===== config.mk =====
export PLATFORM = sky130hd
export DESIGN_NAME = pipe_stage_buf
export DESIGN_NICKNAME = d
export VERILOG_FILES = /design/src/rtl/pipe_pkg.sv /design/src/rtl/pipe_slot.sv /design/src/rtl/pipe_stage_buf.sv
export SDC_FILE = /design/constraint.sdc
export NUM_CORES = 1
export LEC_CHECK = 0
export CORE_MARGIN = 1
export CORE_UTILIZATION = 42
export DETAILED_ROUTE_END_ITERATION = 8
export PLACE_DENSITY_LB_ADDON = 0.1
export SLEW_MARGIN = 20
export SYNTH_ARGS = -nofsm -noshare
export SYNTH_HDL_FRONTEND = slang
export SYNTH_SLANG_ARGS = --single-unit
export TNS_END_PERCENT = 10

===== constraint.sdc =====
create_clock -name clk -period 1.6 [get_ports clk]
set_clock_uncertainty 0.05 [all_clocks]
set_input_delay 0.32 -clock clk [delete_from_list [all_inputs] [get_ports clk]]
set_output_delay 0.32 -clock clk [all_outputs]
set_load 0.02 [all_outputs]

===== src/rtl/pipe_pkg.sv =====
// Shared types for the inter-stage pipeline buffer: FSM state encoding and the bubble control word.
package pipe_pkg;

    typedef enum logic [1:0] {
        ST_EMPTY = 2'd0,
        ST_ONE   = 2'd1,
        ST_TWO   = 2'd2
    } state_e;

    // Control word for a bubble; sliced to CTRL_W at the point of use.
    localparam logic [63:0] CTRL_NOP = '0;

endpackage


===== src/rtl/pipe_slot.sv =====
// One beat of pipeline storage: control and payload registers with load enable and synchronous clear.
module pipe_slot #(
    parameter int DATA_W = 32,
    parameter int CTRL_W = 6
) (
    input  logic              clk,
    input  logic              clr_i,
    input  logic              ld_i,
    input  logic [CTRL_W-1:0] ctrl_i,
    input  logic [DATA_W-1:0] data_i,
    output logic [CTRL_W-1:0] ctrl_o,
    output logic [DATA_W-1:0] data_o
);

    logic [CTRL_W-1:0] ctrl_q;
    logic [DATA_W-1:0] data_q;

    always_ff @(posedge clk) begin
        if (clr_i) begin
            ctrl_q <= '0;
            data_q <= '0;
        end else if (ld_i) begin
            ctrl_q <= ctrl_i;
            data_q <= data_i;
        end
    end

    assign ctrl_o = ctrl_q;
    assign data_o = data_q;

endmodule


===== src/rtl/pipe_stage_buf.sv =====
// Inter-stage pipeline register with valid/ready handshake, stall, flush and an optional 2-entry skid buffer.
module pipe_stage_buf
    import pipe_pkg::*;
#(
    parameter int DATA_W = 32,
    parameter int CTRL_W = 6,
    parameter int SKID   = 1
) (
    input  logic              clk,
    input  logic              reset,
    input  logic              flush,
    input  logic              in_valid,
    output logic              in_ready,
    input  logic [CTRL_W-1:0] in_ctrl,
    input  logic [DATA_W-1:0] in_data,
    output logic              out_valid,
    input  logic              out_ready,
    output logic [CTRL_W-1:0] out_ctrl,
    output logic [DATA_W-1:0] out_data,
    output logic [1:0]        occupancy
);

    state_e state_q, state_d;

    logic              clr;
    logic              acc;
    logic              m_ld;
    logic              m_from_s;
    logic              s_ld;
    logic [CTRL_W-1:0] m_ctrl, s_ctrl, m_ctrl_d;
    logic [DATA_W-1:0] m_data, s_data, m_data_d;

    assign clr       = reset | flush;
    assign out_valid = (state_q != ST_EMPTY);
    assign acc       = in_valid & in_ready;

    // With the skid slot, in_ready depends on state only, breaking the out_ready -> in_ready path.
    generate
        if (SKID != 0) begin : g_rdy_skid
            assign in_ready = ~clr & (state_q != ST_TWO);
        end else begin : g_rdy_pass
            assign in_ready = ~clr & (~out_valid | out_ready);
        end
    endgenerate

    always_comb begin
        state_d  = state_q;
        m_ld     = 1'b0;
        m_from_s = 1'b0;
        s_ld     = 1'b0;
        unique case (state_q)
            ST_EMPTY: begin
                if (acc) begin
                    m_ld    = 1'b1;
                    state_d = ST_ONE;
                end
            end
            ST_ONE: begin
                if (acc && out_ready) begin
                    m_ld = 1'b1;
                end else if (acc) begin
                    if (SKID != 0) begin
                        s_ld    = 1'b1;
                        state_d = ST_TWO;
                    end
                end else if (out_ready) begin
                    state_d = ST_EMPTY;
                end
            end
            ST_TWO: begin
                if (out_ready) begin
                    m_ld     = 1'b1;
                    m_from_s = 1'b1;
                    state_d  = ST_ONE;
                end
            end
            default: state_d = ST_EMPTY;
        endcase
    end

    always_ff @(posedge clk) begin
        if (clr) begin
            state_q <= ST_EMPTY;
        end else begin
            state_q <= state_d;
        end
    end

    assign m_ctrl_d = m_from_s ? s_ctrl : in_ctrl;
    assign m_data_d = m_from_s ? s_data : in_data;

    pipe_slot #(
        .DATA_W (DATA_W),
        .CTRL_W (CTRL_W)
    ) u_main (
        .clk    (clk),
        .clr_i  (clr),
        .ld_i   (m_ld),
        .ctrl_i (m_ctrl_d),
        .data_i (m_data_d),
        .ctrl_o (m_ctrl),
        .data_o (m_data)
    );

    generate
        if (SKID != 0) begin : g_skid
            pipe_slot #(
                .DATA_W (DATA_W),
                .CTRL_W (CTRL_W)
            ) u_skid (
                .clk    (clk),
                .clr_i  (clr),
                .ld_i   (s_ld),
                .ctrl_i (in_ctrl),
                .data_i (in_data),
                .ctrl_o (s_ctrl),
                .data_o (s_data)
            );
        end else begin : g_no_skid
            assign s_ctrl = '0;
            assign s_data = '0;
        end
    endgenerate

    // A bubble must never carry write enables downstream.
    assign out_ctrl  = out_valid ? m_ctrl : CTRL_NOP[CTRL_W-1:0];
    assign out_data  = m_data;
    assign occupancy = state_q;

endmodule


Word-level counts from Yosys, hierarchy flattened

Cells that the tools add are included.
Widths: inputs -> output; s select.

Eq/ne operators: 7
Multiplexer cells: 16
Bitwise gates (word level): 4
Reductions and logical operators: 4

Operators by type and width:

| operator           | count |
|---|---|
| $mux 32            | 1 |
| $mux 6             | 2 |
| $mux 2             | 5 |
| $ne 2x2->1 const B | 4 |
| $mux 1             | 6 |
| $pmux 2 s3         | 1 |
| $reduce_and 4->1   | 1 |
| $ne 3x3->1 const B | 1 |
| $pmux 1 s3         | 1 |
| $and 1x1->1        | 2 |
| $eq 2x1->1 const B | 1 |
| $eq 2x2->1 const B | 1 |
| $logic_not 2->1    | 1 |
| $reduce_bool 2->1  | 1 |
| $logic_and 1x1->1  | 1 |
| $not 1->1          | 1 |
| $or 1x1->1         | 1 |

Register bits: 78
Output and inout bits: 42
Word-level logic and storage cells: 36

Depth between registers and ports, before layout

Depth after elaboration: 7
Gate-level depth with buffers: 7
Mapped depth without buffers: 3

Modules after synthesis

Synthesis repeated with hierarchy kept, for this count alone.

Cells, all modules: 313
Area total of the unflattened synthesis: 3397.0 um2

By module, submodules not included:

| module         | times used | cells each | area each (um2) | sequential area each (um2) |
|---|---|---|---|---|
| pipe_slot      | 2          | 122        | 1358.8          | 760.7 |
| pipe_stage_buf | 1          | 69         | 679.4           | 40.0 |

Least setup slack after synthesis

No wires, ideal clock.

Kind: reg2reg
Start point: register state_q[1] (netlist: occupancy[1])
End point: register g_skid.u_skid.data_q[12] (netlist: g_skid.u_skid.data_o[12])
Setup time: 132 ps
Arrival time: 1574 ps
Path slack: -157 ps
Cell stages (with the launch flop): 7
Path buffers: 3
Clock period less this slack: 1757 ps
Cells stage by stage: dfxtp_1 > buf_6 > or4b_4 > buf_6 > clkbuf_2 > o21ai_0 > a21oi_1

Longest elaborated chain between the ends: 6

RTL lines:

| element                                     | line                                       | RTL |
|---|---|---|
| start: declaration                          | pipe_stage_buf.sv:23                       | `state_e state_q, state_d;` |
| start signal: assignment                    | pipe_stage_buf.sv:85                       | `state_q <= state_d;` |
| $ne 2x2->1                                  | pipe_stage_buf.sv:40                       | `assign in_ready = ~clr & (state_q != ST_TWO);` |
| $and 1x1->1                                 | pipe_stage_buf.sv:40                       |  |
| $and 1x1->1                                 | pipe_stage_buf.sv:35                       | `assign acc = in_valid & in_ready;` |
| $mux 1 or $logic_and 1x1->1 (tied branches) | pipe_stage_buf.sv:61, pipe_stage_buf.sv:59 |  |
| $mux 1                                      | pipe_stage_buf.sv:59                       | `if (acc && out_ready) begin` |
| $mux 1 (*)                                  | pipe_stage_buf.sv:51                       | `unique case (state_q)` |
| end signal: assignment                      | pipe_slot.sv:24                            | `data_q <= data_i;` |
| end: declaration                            | pipe_slot.sv:16                            | `logic [DATA_W-1:0] data_q;` |

Mark *: on every way between the ends. The rest lies on a longest branch, timed or not.
A chain may end at the register's enable or synchronous reset.

Final worst setup path

Start point: register state_q[1] (netlist: occupancy[1])
End point: register u_main.data_q[6] (netlist: u_main.data_o[6])

Longest elaborated chain between the ends: 6

RTL lines:

| element                | line |
|---|---|
| $ne 2x2->1             | pipe_stage_buf.sv:40 |
| $and 1x1->1            | pipe_stage_buf.sv:40 |
| $and 1x1->1            | pipe_stage_buf.sv:35 |
| $logic_and 1x1->1      | pipe_stage_buf.sv:59 |
| $mux 1                 | pipe_stage_buf.sv:59 |
| $pmux 1 s3             | pipe_stage_buf.sv:51 |
| end signal: assignment | pipe_slot.sv:24 |
| end: declaration       | pipe_slot.sv:16 |

Parallel ways exist; a longest one is shown, timed or not.

==> summary.md <==
| Metric | Value |
|---|---|
| Status | finished, violations left |
| Violated checks | negative setup slack |
| Area delta synth->final | 46.9% |
| Final Hold Vio Count | 0 |
| Wirelength per Cell | 16.6 microns |
| Placed instance area | 4570 sq um |
| Measured slew at the worst slew-check pin | 0.850 ns |
| CP Data Arrival Time | 1.91 ns |
| # hold bufs at CTS | 0 |
| Total CTS buffers | 9 |
| Fin cells | 618 |
| Io pins | 85 |
| Residual DRC | 0 |
| Cell area after synthesis | 3480 sq um |
| Detailed Place HPWL | 5.84 mm |
| GRT overflow | 0 |
| Sequential-to-total area share from yosys stat | 44.9% |
| R2R Setup Slk | -0.17 ns |
| Startpoint types | register |
| Reg2reg end | u_main.data_o[6]$_SDFFE_PP0P_ |
| Synth Area in Compound Gates | 29.7% |
| Launch point of the worst path | occupancy[1]$_SDFFE_PP0P_ |
| Area of the multi-input gates | 1850 sq um |
| Hold WC Path Type | register to register |
| Fin Setup TNS | -9.22 ns |
| Fin util | 65.1% |
| Gpl congestion | 0.731 |
| Commonest non-fill, non-tap cells in the layout | nand2_1 (77), dfxtp_1 (76), a21oi_1 (39), clkdlybuf4s50_1 (39) |
| DR iter-0 viols | 162 |
| Input/output buffers | 84 |
| Antenna-violating nets left | 0 |
| WP data required | 1.74 ns |
| Slew Viols, Final | 0 |
| Final Critical Period | 1.77 ns |
| Synth Area in Adders | 0% |
| Syn nets | 465 |
| Die width | 93.0 microns |
| Vias in the first global route | 3214 |
| Latest clock arrival within the worst-skew pair | 0.36 ns |
| CTS tree | done |
| Crit-path max FO | 11 |
| Reg2Reg Depth | 6 |
| Total GRT Usage | 22.7% |
| Synth Area in Simple Gates | 17.7% |
| Commonest non-fill, non-tap cell in the layout | nand2_1 |
| RSZ-0062 raised after global routing | true |
| Antenna Cells | 0 |
| Die Y | 93.0 microns |
| Initial core utilization | 44.3% |
| Reg area | 1560 sq um |
| Pre-CTS setup slack | -0.609 ns |
| Tcrit/Tclk final | 111% |
| Largest family of logic cells by synthesized area | compound AO/OA/AOI/OAI gates |
| Reg clk slew, reported paths | 0.08 ns |
| Top achievable clock speed | 566 MHz |
| Critical Path End Type | register |
| Clock root buffer | clkbuf_8 |
| Critical R2R Launch | occupancy[1]$_SDFFE_PP0P_ |
| Yosys cell types | 28 |
| Crit path to | u_main.data_o[6]$_SDFFE_PP0P_ |
| Design area | 5110 sq um |
| Slew HR | 43.3% |
| CTS Sinks | 78 |
| Largest net degree at the start of global routing | 79 |
| Htree depth | 3 |
| Row cnt | 32 |
| Flops & latches, synth | 78 |
| Yosys top cell area share | 44.9% |
| Max cap viols | 0 |
| Top cells by area, synth | dfxtp_1 (45%), a311oi_1 (9.6%), nand2_1 (8.3%) |
| Post-synthesis mux area share | 0.288% |
| Die area | 8640 sq um |
| Yosys top cell by area | dfxtp_1 |
| Pleak | 0.00189 uW |
| Syn Area/Cell | 8.24 sq um |
| Pre-Repair DR Iteration Count | 5 |
| CP Class | register to register |
| Final worst setup slack | -0.168 ns |
| Synth warn | 0 |
| Fillers | 684 |
| Core Area | 7850 sq um |
| DP Cell Count | 590 |
| Synth Instances | 422 |
| CTS Buffer Depth | 2 |
| Layout Nets | 554 |
| First-pass GRT wire length | 15.7 mm |
| Power per cell area | 809 nW/um^2 |
| Layout cells sized above 1 | 23.3% |
| Setup violations, final | 79 |
| VDD IR max | 0.466 mV |
| Initial antenna violation count | 0 |
| Via-per-instance ratio | 5.80 |
| Vias | 3583 |
| Detailed Route WL | 10.2 mm |
| XOR/XNOR Fraction of Synth Area | 0% |
==> metrics by stage <==
| stage | total power (uW) | hold slack (ns) |
|---|---|---|
| floorplan | 2240 | 0.404 |
| global placement | 2490 | 0.409 |
| detailed placement | 2500 | 0.416 |
| CTS | 4110 | 0.410 |
| global route | 4260 | 0.431 |
| finish | 4130 | 0.411 |
==> worst min path at each step <==
stage	startpoint	endpoint	slack [ns]	depth (start not counted)
3_5_place_dp	g_skid.u_skid.data_o[4]$_SDFFE_PP0P_	g_skid.u_skid.data_o[4]$_SDFFE_PP0P_	0.42	2
5_1_grt	g_skid.u_skid.data_o[4]$_SDFFE_PP0P_	g_skid.u_skid.data_o[4]$_SDFFE_PP0P_	0.43	2
3_3_place_gp	g_skid.u_skid.data_o[2]$_SDFFE_PP0P_	g_skid.u_skid.data_o[2]$_SDFFE_PP0P_	0.41	2
2_1_floorplan	g_skid.u_skid.ctrl_o[0]$_SDFFE_PP0P_	g_skid.u_skid.ctrl_o[0]$_SDFFE_PP0P_	0.40	2
4_1_cts	g_skid.u_skid.ctrl_o[1]$_SDFFE_PP0P_	g_skid.u_skid.ctrl_o[1]$_SDFFE_PP0P_	0.41	2
6_report	g_skid.u_skid.data_o[0]$_SDFFE_PP0P_	g_skid.u_skid.data_o[0]$_SDFFE_PP0P_	0.41	2
==> layer usage <==
layer	global-route usage, %	up-vias	routed length, microns
li1	-	1736	-
met1	30.6	1718	4530
met2	36.7	115	4960
met3	3.41	14	582
met4	8.46	0	159
met5	0	-	0
==> worst max-delay path, stage by stage (launching register included) <==
cell	delay, ns
dfxtp_2	0.33
buf_6	0.12
or4b_4	0.55
o21ai_4	0.19
buf_6	0.14
buf_12	0.14
a311oi_1	0.09
==> report_power, final <==
| part | internal (uW) | switching (uW) |
|---|---|---|
| Sequential | 1960 | 14.1 |
| Combinational | 259 | 272 |
| Clock | 883 | 737 |
| Total | 3110 | 1020 |
==> state kept, by name (all words and copies together) (netlist names) <==
register              cells
g_skid.u_skid.ctrl_o      6
g_skid.u_skid.data_o     32
u_main.ctrl_o             6
u_main.data_o            32
occupancy                 2
==> kinds of logic after synthesis <==
| family | Yosys count |
|---|---|
| simple gates | 133 |
| buf+inv | 53 |
| compound gates | 157 |
| mux | 1 |
| flops | 78 |
==> area by class of cell <==
type                            instances  share of cell area [%]
Inverter                                2                   0.147
Timing Repair Buffer                  129                    26.4
Multi-Input combinational cell        291                    36.1
Sequential cell                        78                    30.6
Clock buffer                           11                    2.57
Clock inverter                          5                    1.64
Tap cell                              102                    2.50
==> Yosys cell counts, drive strengths merged <==
cell	number
inv	2
nand2b	1
nor2	3
o21ai	39
nand2	77
nand3b	1
or2	1
and3b	1
a211oi	38
or3b	1
buf	22
nor4b	1
nor3b	1
nor2b	7
mux2i	1
or4b	1
o21ba	1
dfxtp	78
a311oi	38
clkbuf	29
nand3	38
a21oi	41
==> timing repair <==
action | in CTS | in global routing
gates resized for setup | 102 | 50
pin swaps | 9 | 29
endpoints found under the setup margin | 119 | 83
gates cloned | 2 | 3
buffers inserted | 5 | 3
Power figures use the tool's default switching activity.
